==> config.mk <==
export PLATFORM = sky130hd
export DESIGN_NAME = rr_priority_arbiter
export DESIGN_NICKNAME = d
export VERILOG_FILES = /design/src/rtl/rr_priority_arbiter.sv
export SDC_FILE = /design/constraint.sdc
export NUM_CORES = 1
export LEC_CHECK = 0
export BUFFER_PORTS_ARGS = -buffer_cell sky130_fd_sc_hd__buf_2
export CAP_MARGIN = 30
export CELL_PAD_IN_SITES_DETAIL_PLACEMENT = 0
export CELL_PAD_IN_SITES_GLOBAL_PLACEMENT = 2
export CORE_MARGIN = 2
export CORE_UTILIZATION = 38
export DETAILED_ROUTE_END_ITERATION = 8
export GPL_TIMING_DRIVEN = 1
export PLACE_DENSITY_LB_ADDON = 0.1
export SYNTH_ARGS = -nofsm -noshare
export SYNTH_HDL_FRONTEND = slang
export SYNTH_SLANG_ARGS = --single-unit
export TNS_END_PERCENT = 100
==> constraint.sdc <==
create_clock -name clk -period 4.9 [get_ports clk]
set_clock_uncertainty 0.15 [all_clocks]
set_input_delay 0.735 -clock clk [delete_from_list [all_inputs] [get_ports clk]]
set_output_delay 0.735 -clock clk [all_outputs]
set_load 0.02 [all_outputs]
==> src/rtl/rr_priority_arbiter.sv <==
// Arbiter granting one shared resource to one of N requesters, using either
// fixed (highest index) or round-robin priority, with a hold timeout and turnaround.
module rr_priority_arbiter #(
    parameter int N        = 8,
    parameter int IDX_W    = 3,
    parameter int MAX_HOLD = 16,
    parameter int HOLD_W   = 5
) (
    input  logic             clk,
    input  logic             rst,
    input  logic [N-1:0]     req,
    input  logic             rr_mode,
    input  logic             done,
    output logic [N-1:0]     gnt,
    output logic [IDX_W-1:0] gnt_idx,
    output logic             gnt_valid,
    output logic             timeout
);

    // One-hot style encoding so the two unused codes are easy to spot and recover from.
    typedef enum logic [1:0] {
        IDLE  = 2'b01,
        GRANT = 2'b10
    } state_e;

    state_e            state_q, state_d;
    logic [N-1:0]      gnt_q, gnt_d;
    logic [IDX_W-1:0]  gnt_idx_q, gnt_idx_d;
    logic              gnt_valid_q, gnt_valid_d;
    logic              timeout_q, timeout_d;
    logic [IDX_W-1:0]  last_q, last_d;
    logic [HOLD_W-1:0] hold_cnt_q, hold_cnt_d;

    logic [IDX_W-1:0]  win;
    logic              rel_done;
    logic              rel_drop;
    logic              rel_hold;

    function automatic logic [IDX_W-1:0] fixed_pick(input logic [N-1:0] r);
        logic [IDX_W-1:0] w;
        logic [IDX_W-1:0] sel;
        w = '0;
        for (int i = 0; i < N; i++) begin
            sel = IDX_W'(i);
            if (r[sel]) w = sel;
        end
        return w;
    endfunction

    // Walk candidates from lowest to highest priority so the last hit wins:
    // last itself is weakest, last-1 (wrapping) is strongest.
    function automatic logic [IDX_W-1:0] rr_pick(input logic [N-1:0] r,
                                                 input logic [IDX_W-1:0] last);
        logic [IDX_W-1:0] w;
        logic [IDX_W-1:0] sel;
        int               idx;
        w = '0;
        for (int k = N; k >= 1; k--) begin
            idx = (int'(last) - k + N) % N;
            sel = IDX_W'(idx);
            if (r[sel]) w = sel;
        end
        return w;
    endfunction

    assign win      = rr_mode ? rr_pick(req, last_q) : fixed_pick(req);
    assign rel_done = done;
    assign rel_drop = !req[gnt_idx_q];
    assign rel_hold = (MAX_HOLD != 0) && (hold_cnt_q == HOLD_W'(MAX_HOLD));

    always_comb begin
        // NOTE: every signal gets a default before the case so no path leaves it unassigned (no latches).
        state_d     = state_q;
        gnt_d       = gnt_q;
        gnt_idx_d   = gnt_idx_q;
        gnt_valid_d = gnt_valid_q;
        timeout_d   = 1'b0;
        last_d      = last_q;
        hold_cnt_d  = hold_cnt_q;

        case (state_q)
            IDLE: begin
                gnt_d       = '0;
                gnt_valid_d = 1'b0;
                hold_cnt_d  = '0;
                if (|req) begin
                    state_d     = GRANT;
                    gnt_d       = N'(1) << win;
                    gnt_idx_d   = win;
                    gnt_valid_d = 1'b1;
                    hold_cnt_d  = HOLD_W'(1);
                    last_d      = win;
                end
            end

            GRANT: begin
                if (rel_done || rel_drop || rel_hold) begin
                    state_d     = IDLE;
                    gnt_d       = '0;
                    gnt_valid_d = 1'b0;
                    hold_cnt_d  = '0;
                    timeout_d   = rel_hold && !rel_done && !rel_drop;
                end else if (hold_cnt_q != '1) begin
                    hold_cnt_d = hold_cnt_q + HOLD_W'(1);
                end
            end

            default: begin
                state_d     = IDLE;
                gnt_d       = '0;
                gnt_idx_d   = '0;
                gnt_valid_d = 1'b0;
                last_d      = '0;
                hold_cnt_d  = '0;
            end
        endcase
    end

    always_ff @(posedge clk) begin
        // NOTE: sequential state uses non-blocking assignments only, so every flop samples pre-edge values.
        if (rst) begin
            state_q     <= IDLE;
            gnt_q       <= '0;
            gnt_idx_q   <= '0;
            gnt_valid_q <= 1'b0;
            timeout_q   <= 1'b0;
            last_q      <= '0;
            hold_cnt_q  <= '0;
        end else begin
            state_q     <= state_d;
            gnt_q       <= gnt_d;
            gnt_idx_q   <= gnt_idx_d;
            gnt_valid_q <= gnt_valid_d;
            timeout_q   <= timeout_d;
            last_q      <= last_d;
            hold_cnt_q  <= hold_cnt_d;
        end
    end

    assign gnt       = gnt_q;
    assign gnt_idx   = gnt_idx_q;
    assign gnt_valid = gnt_valid_q;
    assign timeout   = timeout_q;

endmodule
==> impl_metrics.tcl <==
set metrics [dict create \
    p_comb_frac 0.675 \
    final_util 0.4382 \
    period_minus_slack_ns 3.546 \
    worst_pin_slew_ns 0.6882 \
    grt_pass1_wl_um 8162 \
    grt_pass1_vias 1715 \
    async_reset_ff_frac 0 \
    maxSlewHeadroom 0.5293 \
    io_buffers 24 \
    grt_use_total 0.1884 \
    initial_core_util 0.3961 \
    wl_per_cell_um 16.31 \
    hold_violations 0 \
    p_per_area_nw_per_um2 460.2 \
    die_h_um 74.40 \
    power_leakage_nw 0.8128 \
    clock_path_buffers 2 \
    cts_tree "yes" \
    antenna_found_initial 0 \
    setup_viol 0 \
    cp_slowest_cell "ha_1" \
    post_cts_buffers 0 \
    core_um2 4755 \
    maxSlewViolCount 0 \
    grt.overflow.total 0 \
    ys_seq_elements 20 \
    status "complete, no violations" \
    grt_max_degree 18 \
    drtIter0Drc 181 \
    drtPass1Iterations 4 \
    vdd.ir_drop.worst_mv 0.2137 \
    required_ns 4.89 \
    drv_cap 0 \
    dieArea_um2 5535 \
    viasPerCell 5.843 \
    ys_warn_count 0 \
    gp_congestion 0.8824 \
    cts_hold_buf 0 \
    drive_gt1_frac 0.2489 \
    tns_ns 0 \
    rsz0062_at_grt "no" \
    fin_crit_sh 0.7237 \
    synth-edff-count 0 \
    via_count 1753 \
    p_int_w 0.0005018 \
    detail-route-antenna-nets 0 \
    ys_seq_area_frac 0.2126 \
    placementRows 25 \
    syn-instance-count 215 \
    clock.fmax_mhz 282.0 \
    worstPathCellList "buf_4, inv_1, ha_1, mux4_2, nand2b_4, a221oi_2, o32ai_1, a2111oi_2, nor2_1, a32o_1" \
    root_buffer "clkbuf_8" \
    cp_max_fo 11 \
    start_kind "register" \
    crit_path_end_kind "register" \
    seq_power_share 0.218 \
    worstHoldPathType "reg2reg" \
    insertion_delay_ns 0.25 \
    cp_data_arrival_time_ns 3.54 \
    cts_buffers 3 \
    yosysTopAreaCell "dfxtp_1" \
    route.detailed.drc 0 \
    drt-total-wl_um 4894 \
    p_switching_w 0.0004568 \
    netlist_top_cells_area "dfxtp_1 (21%), mux4_2 (12%), ha_1 (4.7%)" \
    slowest_delay_ns 0.53 \
    htreeDepth 1 \
    synth_area_um2 1883 \
    p_clk_frac 0.108 \
    cts.repair.resized 0 \
    area_delta_synth_final_pct 10.63 \
    io_pins 25 \
    clk_pin_slew_worst_paths_ns 0.07 \
    p_sw_frac 0.4765 \
    path_class "reg2reg" \
    synth_top_area_frac 0.2126 \
    die_w_um 74.40 \
    nNetsFinal 254 \
    ys_types 53 \
    hpwl_um 3752 \
    diodes 0 \
    syn_nets 234 \
    yosys_most_used_dff "dfxtp_1" \
    cts_sinks 20 \
    avgSynthCellArea_um2 8.758 \
]
[layout make-up]
| cell class | instances | area [um2] |
|---|---|---|
| multi-input combinational | 172 | 1373 |
| timing repair buffer | 28 | 147.6 |
| fill | 505 | 2671 |
| clock buffer | 3 | 41.29 |
| sequential | 20 | 400.4 |
| inverter | 10 | 37.54 |
| tap | 67 | 83.83 |
[registers in the layout, indices dropped and copies added, names as in the netlist]
register / count
gnt: 8
hold_cnt_q: 5
last_q: 3
state_q: 2
gnt_valid: 1
timeout: 1
[through the flow]
| stage | hold slack (ns) | total power (W) | cells | area [um2] | setup slack, ns |
|---|---|---|---|---|---|
| 3_3_place_gp | 0.3011 | 0.0008450 | 296 | 2037 | 1.458 |
| 2_1_floorplan | 0.3171 | 0.0007198 | 215 | 1883 | 1.723 |
| 6_report | 0.3107 | 0.0009586 | 300 | 2083 | 1.354 |
| 4_1_cts | 0.3157 | 0.0009560 | 299 | 2078 | 1.316 |
| 3_5_place_dp | 0.3002 | 0.0008503 | 296 | 2037 | 1.329 |
| 5_1_grt | 0.3332 | 0.001037 | 300 | 2083 | 1.032 |
[layout by cell type (no fill, tap or decap), types with 2 or more instances in the layout]
master / synthesis / layout
mux4_2: 10 / 10
nor2_1: 19 / 19
inv_1: 10 / 10
or2_1: 2 / 2
a221oi_1: 3 / 3
a21oi_1: 13 / 13
o21ai_0: 3 / 3
o21bai_1: 4 / 4
a32o_1: 8 / 8
buf_2: 4 / 24
nor3_1: 4 / 4
nand2b_1: 4 / 4
nor2b_1: 5 / 5
clkbuf_8: 0 / 3
xnor2_1: 2 / 2
mux2i_2: 3 / 3
nor4_1: 2 / 2
nand3_1: 8 / 8
nor4b_1: 2 / 2
a211o_1: 2 / 2
mux2_2: 5 / 5
ha_1: 7 / 7
dfxtp_1: 20 / 20
a221oi_2: 2 / 2
o32ai_1: 3 / 3
buf_4: 0 / 3
nor3_2: 2 / 2
mux2i_1: 5 / 5
nand2_1: 21 / 21
a21o_1: 2 / 2
a31oi_1: 4 / 4
a2111oi_0: 2 / 2
a211oi_1: 3 / 3
o22ai_1: 3 / 3
nor3b_1: 2 / 2
[power by group through the flow]
stage	clock, W	combinational (W)	sequential, W
3_3_place_gp	0	0.000635	0.000210
2_1_floorplan	0	0.000500	0.000220
3_5_place_dp	0	0.000639	0.000212
5_1_grt	0.000116	0.000708	0.000213
4_1_cts	0.000106	0.000642	0.000208
6_report	0.000103	0.000647	0.000209
[cell families (layout without fill, tap and decap cells)]
logic type / Yosys count / in the layout / synth area share
fa+ha+maj: 7 / 7 / 0.04651
buf+inv: 23 / 41 / 0.05847
simple gates: 79 / 79 / 0.2246
flops: 20 / 20 / 0.2126
xor+xnor: 3 / 3 / 0.01396
compound gates: 59 / 59 / 0.2399
mux: 24 / 24 / 0.2040
[path summary, 6_finish.rpt]
check / start / slack, ns / endpoint / cells past startpoint
worst min register to register: gnt[0] / 0.31 / gnt[0] / 1
worst max register to register: last_q[0] / 1.35 / gnt[3] / 10
worst min-delay path: gnt[0] / 0.31 / gnt[0] / 1
worst max-delay path: last_q[0] / 1.35 / gnt[3] / 10
[synth_stat cells, drive strengths merged (3+ instances only)]
cell type,n
clkbuf,7
a2111oi,3
buf,6
nor3,6
nor2b,5
o22ai,3
o21bai,4
nor2,19
nor4,3
o21ai,4
a32o,8
mux2i,8
o32ai,3
ha,7
nand2b,5
a211oi,3
dfxtp,20
a31oi,4
nand2,21
a21oi,13
mux2,6
mux4,10
a221oi,5
nand3,8
inv,10
[worst max-delay path, delay by kind of cell (launching register included)]
family | cells | cell delay, ns
buffers and inverters | 2 | 0.36
adder cells (fa/ha/maj) | 1 | 0.53
multiplexers | 1 | 0.46
flip-flops | 1 | 0.42
AND/OR/NAND/NOR | 2 | 0.38
AO/OA/AOI/OAI | 4 | 1.16
[routing by layer]
layer,share of wire,up-vias,GRT usage
li1,-,862,-
met3,0.031,8,0.01897
met4,0.017,0,0.05556
met1,0.44,844,0.2425
met5,0,-,0
met2,0.51,39,0.3333
(Power assumes the default switching activity.)
